[src/rtl/prio_tree_sel.sv]
// Pipelined priority-select tree for the TCAM confirm stage: picks the matching
// rule with the best (max or min) priority across NCH confirm channels.
module prio_tree_sel #(
   parameter  int NCH    = 13,
   parameter  int IDWID  = 8,
   parameter  int PRIOR  = 8,
   parameter  int CNTWID = 32,
   localparam int CFWID  = 1 + IDWID + PRIOR,
   localparam int CHWID  = (NCH > 1) ? $clog2(NCH) : 1,
   localparam int NLVL   = $clog2(NCH)
) (
   input  logic                   clk,
   input  logic                   rst,
   input  logic                   i_en,
   input  logic                   i_valid,
   input  logic                   i_mode_min,
   input  logic [NCH*CFWID-1:0]   i_result,
   input  logic                   i_clr_cnt,
   output logic                   o_valid,
   output logic                   o_hit,
   output logic [IDWID-1:0]       o_ruleid,
   output logic [PRIOR-1:0]       o_prio,
   output logic [CHWID-1:0]       o_chan,
   output logic [CHWID:0]         o_nmatch,
   output logic [CNTWID-1:0]      o_hit_cnt
);

   // Stage 0 holds the leaves, stage l holds tree level l; the last stage is the output.
   logic             r_match [0:NLVL][0:NCH-1];
   logic [IDWID-1:0] r_id    [0:NLVL][0:NCH-1];
   logic [PRIOR-1:0] r_prio  [0:NLVL][0:NCH-1];
   logic [CHWID-1:0] r_chan  [0:NLVL][0:NCH-1];
   logic [CHWID:0]   r_nm    [0:NLVL][0:NCH-1];
   logic             r_valid [0:NLVL];
   logic             r_mode  [0:NLVL];
   logic             r_oval;
   logic [CNTWID-1:0] r_cnt;

   logic             w_match [0:NLVL][0:NCH-1];
   logic [IDWID-1:0] w_id    [0:NLVL][0:NCH-1];
   logic [PRIOR-1:0] w_prio  [0:NLVL][0:NCH-1];
   logic [CHWID-1:0] w_chan  [0:NLVL][0:NCH-1];
   logic [CHWID:0]   w_nm    [0:NLVL][0:NCH-1];
   logic             w_valid [0:NLVL];
   logic             w_mode  [0:NLVL];

   function automatic int lvl_nodes(input int lvl);
      int n;
      n = NCH;
      for (int i = 0; i < lvl; i++) n = (n + 1) / 2;
      return n;
   endfunction

   always_comb begin
      int np, ia, ib, src;
      logic a_wins;
      np = 0; ia = 0; ib = 0; src = 0; a_wins = 1'b0;
      for (int l = 0; l <= NLVL; l++) begin
         w_valid[l] = 1'b0;
         w_mode[l]  = 1'b0;
         for (int k = 0; k < NCH; k++) begin
            w_match[l][k] = 1'b0;
            w_id[l][k]    = '0;
            w_prio[l][k]  = '0;
            w_chan[l][k]  = '0;
            w_nm[l][k]    = '0;
         end
      end

      // Non-matching leaves carry an all-zero payload so every losing or empty
      // node downstream is zero without extra masking at the output.
      w_valid[0] = i_valid;
      w_mode[0]  = i_mode_min;
      for (int k = 0; k < NCH; k++) begin
         if (i_result[k*CFWID + CFWID - 1]) begin
            w_match[0][k] = 1'b1;
            w_id[0][k]    = i_result[k*CFWID + PRIOR +: IDWID];
            w_prio[0][k]  = i_result[k*CFWID +: PRIOR];
            w_chan[0][k]  = CHWID'(k);
            w_nm[0][k]    = {{CHWID{1'b0}}, 1'b1};
         end
      end

      for (int l = 1; l <= NLVL; l++) begin
         np = lvl_nodes(l - 1);
         w_valid[l] = r_valid[l-1];
         w_mode[l]  = r_mode[l-1];
         for (int j = 0; j < (NCH + 1) / 2; j++) begin
            ia = 2 * j;
            ib = (2 * j + 1 < NCH) ? 2 * j + 1 : 2 * j;
            if (2 * j + 1 < np) begin
               // Ties resolve toward the lower channel via the inclusive compare.
               a_wins = !r_match[l-1][ib] ||
                        (r_match[l-1][ia] &&
                         (r_mode[l-1] ? (r_prio[l-1][ia] <= r_prio[l-1][ib])
                                      : (r_prio[l-1][ia] >= r_prio[l-1][ib])));
               src = a_wins ? ia : ib;
               w_match[l][j] = r_match[l-1][src];
               w_id[l][j]    = r_id[l-1][src];
               w_prio[l][j]  = r_prio[l-1][src];
               w_chan[l][j]  = r_chan[l-1][src];
               w_nm[l][j]    = r_nm[l-1][ia] + r_nm[l-1][ib];
            end else if (2 * j < np) begin
               w_match[l][j] = r_match[l-1][ia];
               w_id[l][j]    = r_id[l-1][ia];
               w_prio[l][j]  = r_prio[l-1][ia];
               w_chan[l][j]  = r_chan[l-1][ia];
               w_nm[l][j]    = r_nm[l-1][ia];
            end
         end
      end
   end

   always_ff @(posedge clk) begin
      if (!rst) begin
         r_oval <= 1'b0;
         for (int l = 0; l <= NLVL; l++) begin
            r_valid[l] <= 1'b0;
            r_mode[l]  <= 1'b0;
            for (int k = 0; k < NCH; k++) begin
               r_match[l][k] <= 1'b0;
               r_id[l][k]    <= '0;
               r_prio[l][k]  <= '0;
               r_chan[l][k]  <= '0;
               r_nm[l][k]    <= '0;
            end
         end
      end else begin
         // A stalled cycle never re-emits the frozen final stage.
         r_oval <= i_en & w_valid[NLVL];
         if (i_en) begin
            for (int l = 0; l <= NLVL; l++) begin
               r_valid[l] <= w_valid[l];
               r_mode[l]  <= w_mode[l];
               for (int k = 0; k < NCH; k++) begin
                  r_match[l][k] <= w_match[l][k];
                  r_id[l][k]    <= w_id[l][k];
                  r_prio[l][k]  <= w_prio[l][k];
                  r_chan[l][k]  <= w_chan[l][k];
                  r_nm[l][k]    <= w_nm[l][k];
               end
            end
         end
      end
   end

   always_ff @(posedge clk) begin
      if (!rst || i_clr_cnt) begin
         r_cnt <= '0;
      end else if (r_oval && r_match[NLVL][0] && (r_cnt != {CNTWID{1'b1}})) begin
         r_cnt <= r_cnt + 1'b1;
      end
   end

   assign o_valid   = r_oval;
   assign o_hit     = r_match[NLVL][0];
   assign o_ruleid  = r_id[NLVL][0];
   assign o_prio    = r_prio[NLVL][0];
   assign o_chan    = r_chan[NLVL][0];
   assign o_nmatch  = r_nm[NLVL][0];
   assign o_hit_cnt = r_cnt;

endmodule
[config.mk]
export PLATFORM = sky130hd
export DESIGN_NAME = prio_tree_sel
export DESIGN_NICKNAME = d
export VERILOG_FILES = /design/src/rtl/prio_tree_sel.sv
export SDC_FILE = /design/constraint.sdc
export NUM_CORES = 1
export LEC_CHECK = 0
export BUFFER_PORTS_ARGS = -buffer_cell sky130_fd_sc_hd__buf_2
export CAP_MARGIN = 20
export CELL_PAD_IN_SITES_DETAIL_PLACEMENT = 1
export CELL_PAD_IN_SITES_GLOBAL_PLACEMENT = 1
export CORE_MARGIN = 2
export CORE_UTILIZATION = 35
export CTS_CLUSTER_SIZE = 12
export DETAILED_ROUTE_END_ITERATION = 10
export PLACE_DENSITY_LB_ADDON = 0.08
export SKIP_CTS_REPAIR_TIMING = 1
export SYNTH_ARGS = -nofsm -noshare
export SYNTH_HDL_FRONTEND = slang
export SYNTH_SLANG_ARGS = --single-unit
[constraint.sdc]
create_clock -name clk -period 35.8 [get_ports clk]
set_input_delay 10.74 -clock clk [delete_from_list [all_inputs] [get_ports clk]]
set_output_delay 10.74 -clock clk [all_outputs]
set_load 0.02 [all_outputs]
# Yosys cells after proc, flatten, opt, wreduce, memory -nomap -nowiden
# Memories as Yosys holds them, arrays and structs flattened.
# Cells that the tools add are included.
# op_classes
addsub	13
magnitude_cmp	36
reduce_logical	40
n_mux	571
eq_ne	1
n_bitwise	348
# ops
cell	n
$mux 8	204
$bmux 8 s4	24
$ge 32x5->1 const B	12
$mux 4	89
$or 1x1->1	335
$bmux 4 s4	12
$mux 1	184
$mux 5	35
$not 1->32	4
$ge 8x8->1	12
$le 8x8->1	12
$not 2->32	3
$not 3->32	3
$not 4->32	2
$add 5x5->5	12
$bmux 1 s4	12
$add 32x1->32 const B	1
$ne 32x32->1 const B	1
$mux 3	9
$logic_and 1x1->1	14
$logic_not 1->1	13
$logic_or 1x1->1	13
$mux 2	2
$and 1x1->1	1
# totals
memories	7
ramBits	1575
register_bits	33
in_bits	227
out_inout_bits	59
# mem_list
memory	depth	word_bits	rd	rd_ports_with_merged_regs	wr	line	text
r_id	5	104	5	0	5	30	logic [IDWID-1:0] r_id [0:NLVL][0:NCH-1];
r_prio	5	104	5	0	5	31	logic [PRIOR-1:0] r_prio [0:NLVL][0:NCH-1];
r_chan	5	51	5	0	5	32	logic [CHWID-1:0] r_chan [0:NLVL][0:NCH-1];
r_nm	5	41	5	0	5	33	logic [CHWID:0] r_nm [0:NLVL][0:NCH-1];
r_match	5	13	5	0	5	29	logic r_match [0:NLVL][0:NCH-1];
r_mode	5	1	4	0	5	35	logic r_mode [0:NLVL];
+1 memories	n/a	n/a	n/a	n/a	n/a	n/a	

# Longest topological paths before layout
# Gate-level depths: netlist of the first run.
# An unclocked memory read counts as a cell.
# logic_depth
ltp_word	11
mapped_depth	9

# Worst setup path after synthesis of the first run
# Ideal clock, no wire load.
# synth_path
path_type	in2reg
startpoint	input port i_en
endpoint	memory r_chan[0][141] (netlist bit) (enable)
arrival_time_ns	23.892
n_path_buf	3
setup_time_ns	0.985
t_required_ns	34.815
setup_slack_ns	10.923
cell_stages	4
path_cell_list	clkbuf_1 -> buf_2 -> clkbuf_1 -> nand2b_1
# synth_rtl
item	line	text
from (decl)	14	input logic i_en,
to (decl)	32	

==> results of run 1 <==
-- worst paths after layout --
| check | to | slack (ns) |
|---|---|---|
| setup reg to reg | r_id[0][305]$_SDFFCE_PN0P_ | 32.73 |
| hold / removal | o_valid$_SDFF_PN0_ | 0.49 |
| hold reg to reg | o_valid$_SDFF_PN0_ | 0.49 |
| setup / recovery | r_prio[0][198]$_SDFFCE_PN0P_ | 22.11 |
-- layer usage --
| metal | share of wire [%] | up-vias |
|---|---|---|
| li1 | - | 8444 |
| met1 | 45 | 8390 |
| met2 | 49 | 293 |
| met3 | 3.6 | 96 |
| met4 | 2.4 | 0 |
| met5 | 0 | - |
-- cell usage after synthesis (2+ instances only) --
cell and instances:
and3_1 84, nand2_1 439, buf_6 6, xnor2_1 2, nor2_1 46, o31ai_1 8
dfxtp_1 34, nand3_1 11, a211o_1 12, nor2b_1 15, or4b_1 12, or4_1 17
inv_1 124, mux2i_1 200, or3_1 7, a41o_1 2, or2_2 12, xor2_1 3
edfxtp_1 522, a21oi_1 67, or2_1 2, ha_1 121, nor4b_4 2, a41oi_1 12
buf_2 23, buf_4 32, buf_1 6, a21o_1 2, a31oi_1 2, o211ai_1 47
o21ai_0 12, nor3_1 3, o21ai_1 10, and2_1 224, nand4_1 32, nand2b_1 3
nor3b_1 2, clkbuf_1 87, fa_1 5, and4_1 3
-- area by class of cell --
| type | instances | area (um2) |
|---|---|---|
| Multi-Input combinational cell | 1426 | 9452 |
| Inverter | 124 | 465.4 |
| Timing Repair Buffer | 317 | 1759 |
| Fill cell | 8186 | 44800 |
| Clock inverter | 36 | 242.7 |
| Clock buffer | 88 | 1839 |
| Tap cell | 1030 | 1289 |
| Sequential cell | 556 | 16360 |
| Antenna cell | 1 | 2.502 |
-- cell families (layout without fill, tap and decap cells) --
group | Yosys count | count (layout) | synth area share (%)
other | 0 | 1 | 0
DFF | 556 | 556 | 60.50
and+or+nand+nor | 916 | 916 | 17.08
buffers and inverters | 278 | 565 | 4.577
AOI/OAI and AO/OA | 179 | 179 | 4.309
adders and majority gates | 126 | 126 | 5.970
muxes | 200 | 200 | 7.405
xor gates and xnor gates | 5 | 5 | 0.1620
-- registers in the layout, summed over array words and instances, names as in the netlist --
| register | cells |
|---|---|
| r_nm | 34 |
| r_id | 216 |
| r_mode | 4 |
| o_hit_cnt | 32 |
| r_valid | 4 |
| r_chan | 22 |
| o_valid | 1 |
| r_match | 27 |
| r_prio | 216 |
-- report_power, final --
group	leakage (nW)	switching, mW	internal, mW	total (mW)
Sequential	6.00	0.0247	0.762	0.787
Combinational	5.71	0.0971	0.0635	0.161
Clock	1.03	0.273	0.378	0.651
-- worst reg2reg max path, cell delays in order, from the launching register on --
cell      delay (ns)
edfxtp_1        0.45
inv_1           0.07
ha_1            0.30
nand4_1         0.16
or2_2           0.15
or4b_1          0.44
o211ai_1        0.56
buf_4           0.41
mux2i_1         0.33
-- metrics by stage --
step                hold WS (ns)  instance area, um2  power (mW)  utilization [%]  setup WS (ns)
floorplan                 0.4576               27030      0.9184                -          10.92
global placement          0.4736               29210      0.9586            38.33          21.19
detailed placement        0.4806               29220      0.9637            38.35          20.99
CTS                       0.4900               31310       1.625            41.08          21.66
global route              0.5133               31400       1.669            41.21          21.79
finish                    0.4856               31410       1.598            41.21          22.11
==> summary.md, run 1 <==
| Metric | Value |
|---|---|
| Post-DR vias/cell | `about 4.8` |
| Full die area | `roughly 0.079 mm2` |
| Die Y | `281.9 um` |
| Delay of the slowest critical-path stage | `approximately 0.84 ns` |
| Largest net degree at the start of global routing | `approximately 190` |
| Maximum clock path buffer count | `3` |
| Hold Crit Depth | `1` |
| Commonest non-fill, non-tap cells in the layout | `edfxtp_1 (522), nand2_1 (439), buf_2 (285)` |
| Gpl congestion | `0.7702` |
| # IOs | `approximately 290` |
| Synthesized area per cell | `11.96 um2` |
| GRT Overall Usage | `16.99%` |
| Clock tree from TritonCTS | `yes` |
| Area Growth Syn to Fin | `16.17%` |
| Clk_skew | `about 0.029 ns` |
| Starting Density | `35.48%` |
| Critical path launch point type | `input port` |
| Post-Synthesis Cells | `about 2300` |
| CP max stage cell | `buf_4` |
| DR DRC count | `0` |
| Yosys reg bits | `556` |
| TNS Setup | `0 ns` |
| Hpwl dp | `approximately 47000 um` |
| Worst min path class | `reg2reg` |
| R2R depth | `8` |
| Post-synth ARST share | `0%` |
| Mapped Nets | `between 2000 and 3000` |
| Post-synthesis sequential area ratio | `slightly above 60%` |
| Via count | `17220` |
| Core area | `~0.076 mm2` |
| Least-Margin Pin Slew | `between 1 and 1.5 ns` |
| Final WL | `just under 70000 um` |
| Yosys Warn Count | `0` |
| Arr. time, crit path | `14.13 ns` |
| Setup Viol. Count Final | `0` |
| Gr ovfl total | `0` |
| Final hold violations | `0` |
| First-pass GRT wire length | `just over 100000 um` |
| Unrepaired setup endpoints after global routing | `no` |
| Clock transition at path regs | `0.06 ns` |
| CP bufs+invs | `6` |
| Number of DRC violations after detailed-routing iteration 0 | `a little under 1000` |
| Clk_lat worst skew | `~0.6 ns` |
| Crit path max-delay family | `buffers and inverters` |
| Die span in x | `approximately 280 um` |
| Peak supply drop | `approximately 0.029 mV` |
| Worst path cell trace | `buf_2, buf_4, and2_4, buf_16, buf_4, buf_4, buf_16, nand2_1, mux2i_1` |
| Fmax | `approximately 73 MHz` |
| Post-synth top area cell | `edfxtp_1` |
| Pins Over Slew Limit | `0` |
| Most common cell after layout, fill and taps aside | `edfxtp_1` |
| Power per cell area | `slightly above 50 mW/mm2` |
| Leak pwr | `12.74 nW` |
| Worst Setup SP | `rst` |
| Required @ worst endpoint | `roughly 36 ns` |
| Launch point of the worst hold path | `r_valid[0][3]$_SDFFCE_PN0P_` |
| Post-route insts no fill | `3578` |
| Dominant synthesized flop cell | `edfxtp_1` |
| Floorplan row count | `between 100 and 150` |
| Vias in the first global route | `18070` |
| Tcrit/Tclk final | `38.23%` |
| Synthesized area | `about 0.027 mm2` |
| GR Layer Usage met3 | `2.403%` |
| Area contributors post-synth | `edfxtp_1 (58%), mux2i_1 (7.4%), nand2_1 (6.1%)` |
| Worst Path Max Fanout | `106` |
| Critical path depth in cells | `9` |
| Worst r2r src | `r_prio[0][196]$_SDFFCE_PN0P_` |
| CP Capture Type | `register` |
| Status | `completed` |
| Number of enable flip-flop cells after synthesis | `522` |
| # H-tree levels | `3` |
| Max_slew headroom | `23.91%` |
| Max-Cap Viols | `0` |
| CP most frequent cell | `buf_4` |
| GRT busiest layer | `met2` |
| Number of buffers created by CTS | `between 60 and 70` |
| Post-synth top area share | `57.98%` |
| Wire per inst | `around 19 um` |
| Remaining antenna violation count after routing | `0` |
| # clock sinks | `~560` |
| Clock tree root driver cell | `clkbuf_16` |
| GR Util met2 | `roughly 29%` |
| Met1 Resource Use GR | `between 20% and 30%` |
| IO buf count | `around 290` |
| DRT Pass-1 Iters | `4` |
| Post-Place Cells | `around 3400` |
| Layout cells sized above 1 | `around 17%` |
| Post-synthesis cell type count | `47` |
| # nets final | `between 2000 and 3000` |
| Critical path type | `in2reg` |
| Tmin final | `~14 ns` |
| Antenna violations before repair | `4` |
No activity file was read; power rests on OpenSTA's default activity.
==> run 2: changes to the inputs <==
clock period = 13.9 ns   (was 35.8 ns; I/O delays follow)
==> run 2 against run 1 <==
Net effect:
- combinational power rose to 2.6 times the previous value
- count of clock-buffer cells in the layout down 3
- largest power group unchanged
- critical path depth down 5
- highest routed layer unchanged
- worst hold slack better by 0.0064 ns
- first-iteration DRC count up 5.3%
- sequential power rose to 2.6 times the previous value
- sequential cell count unchanged
- global-route usage up 0.50 points
- core utilization down 0.22 points
- clock power rose to 2.5 times the previous value
- wire length up 2.5%
- power rose to 2.6 times the previous value
==> summary.md, run 2 (same netlist as run 1, synthesis figures left out) <==
| Metric | Value |
|---|---|
| Hold Crit Depth | `1` |
| Core area | `approximately 0.076 mm2` |
| Least-Margin Pin Slew | `around 1.2 ns` |
| Post-Place Cells | `3448` |
| GRT Overall Usage | `between 10% and 20%` |
| Max-Cap Viols | `0` |
| Wire per inst | `about 19 um` |
| Clk_skew | `~0.022 ns` |
| Gr ovfl total | `0` |
| Unrepaired setup endpoints after global routing | `no` |
| Clock transition at path regs | `0.06 ns` |
| Clock tree root driver cell | `clkbuf_16` |
| Arr. time, crit path | `between 7 and 8 ns` |
| R2R depth | `7` |
| Multi-input gate area | `0.009452 mm2` |
| Floorplan row count | `between 100 and 150` |
| Peak supply drop | `about 0.075 mV` |
| Full die area | `about 0.08 mm2` |
| Maximum clock path buffer count | `3` |
| Gpl congestion | `just under 0.8` |
| Filler instances | `8153` |
| Via count | `17360` |
| Biggest regs | `r_id (216), r_prio (216), r_nm (34)` |
| Post-Place Cell Area | `roughly 0.029 mm2` |
| TNS Setup | `0 ns` |
| Design Power | `a little over 4 mW` |
| Antenna violations before repair | `9` |
| Hold Worst Slack | `between 0.4 and 0.5 ns` |
| Post-DR vias/cell | `slightly below 5` |
| Required @ worst endpoint | `14.10 ns` |
| Layout cells sized above 1 | `approximately 16%` |
| Clk_lat worst skew | `~0.60 ns` |
| Max_slew headroom | `approximately 23%` |
| Power per cell area | `approximately 130 mW/mm2` |
| Worst path cell trace | `buf_2, nand2b_4, buf_12, buf_4` |
| Hpwl dp | `just under 50000 um` |
| Pins Over Slew Limit | `0` |
| Tcrit/Tclk final | `slightly above 50%` |
| Critical path type | `in2reg` |
| Largest net degree at the start of global routing | `~200` |
| Critical path launch point type | `input port` |
| Final WL | `slightly below 70000 um` |
| Worst min path class | `reg2reg` |
| DR DRC count | `0` |
| Final instance area | `between 0.03 and 0.04 mm2` |
| Commonest non-fill, non-tap cells in the layout | `edfxtp_1 (522), nand2_1 (439), buf_2 (285)` |
| # clock sinks | `about 560` |
| CP Capture Type | `register` |
| Delay of the slowest critical-path stage | `0.94 ns` |
| DRT Pass-1 Iters | `5` |
| # nets final | `approximately 2800` |
| Fmax | `~140 MHz` |
| Final Util | `around 41%` |
| DP Worst Slack | `between 6 and 7 ns` |
| Clock tree from TritonCTS | `yes` |
| Final hold violations | `0` |
| CP max stage cell | `buf_4` |
| IO buf count | `roughly 290` |
| Final WS setup | `between 6 and 7 ns` |
| Leak pwr | `between 10 and 15 nW` |
| First-pass GRT wire length | `106600 um` |
| Starting Density | `between 30% and 40%` |
| Tmin final | `between 7 and 8 ns` |
| Number of buffers created by CTS | `68` |
| Register Area | `approximately 0.016 mm2` |
| Die span in x | `281.9 um` |
| Worst Path Max Fanout | `between 150 and 200` |
| Post-route insts no fill | `around 3600` |
| Inserted Diodes | `0` |
| Vias in the first global route | `approximately 18000` |
| Die Y | `roughly 280 um` |
| # H-tree levels | `3` |
| # IOs | `between 200 and 300` |
| Most common cell after layout, fill and taps aside | `edfxtp_1` |
| Setup Viol. Count Final | `0` |
| Remaining antenna violation count after routing | `0` |
| Area Growth Syn to Fin | `15.56%` |
| Number of DRC violations after detailed-routing iteration 0 | `1015` |
| Status | `completed` |
==> run 2: changes by cell type in the layout (fill, tap and decap cells not counted), moves of 2 or more <==
| cell | delta |
|---|---|
| buf_16 | -3 |
| buf_4 | -2 |
| clkbuf_1 | -2 |
| clkbuf_8 | -2 |
| clkinv_1 | +7 |
| clkinv_2 | -9 |
| inv_6 | -3 |
==> run 2: worst max-delay path: cells and delay by family <==
kind | cells | cell delay (ns)
buffers and inverters | 3 | 2.12
AND/OR/NAND/NOR | 1 | 0.69
==> run 2: worst paths after layout <==
| check | startpoint | to | slack, ns |
|---|---|---|---|
| worst min-delay path | r_valid[0][3]$_SDFFCE_PN0P_ | o_valid$_SDFF_PN0_ | 0.49 |
| worst max-delay path | i_en | r_prio[0][6]$_SDFFCE_PN0P_ | 6.78 |
| worst max register to register | r_prio[0][87]$_SDFFCE_PN0P_ | r_id[0][198]$_SDFFCE_PN0P_ | 10.67 |
| worst min register to register | r_valid[0][3]$_SDFFCE_PN0P_ | o_valid$_SDFF_PN0_ | 0.49 |
==> run 2: where the power goes <==
group | internal, mW | switching, mW
Sequential | 1.96 | 0.0637
Combinational | 0.160 | 0.252
Clock | 0.963 | 0.688
Total | 3.09 | 1.00
==> run 2: layer usage <==
layer / part of all wire, % / vias to the layer above / wire (um) / track usage (%)
li1: - / 8420 / - / -
met1: 45 / 8529 / 31520 / 23.33
met2: 49 / 310 / 33870 / 29.67
met3: 3.6 / 98 / 2478 / 2.502
met4: 2.3 / 0 / 1624 / 4.842
met5: 0 / - / 0 / 0
==> run 2: cell type report <==
cell class,count,share of cell area (%)
multi-input cells,1426,30.25
clock inverters,31,0.6168
repair buffers,312,5.307
flip-flops and latches,556,52.35
well taps,1030,4.125
clock buffers,85,5.855
inverters,124,1.490
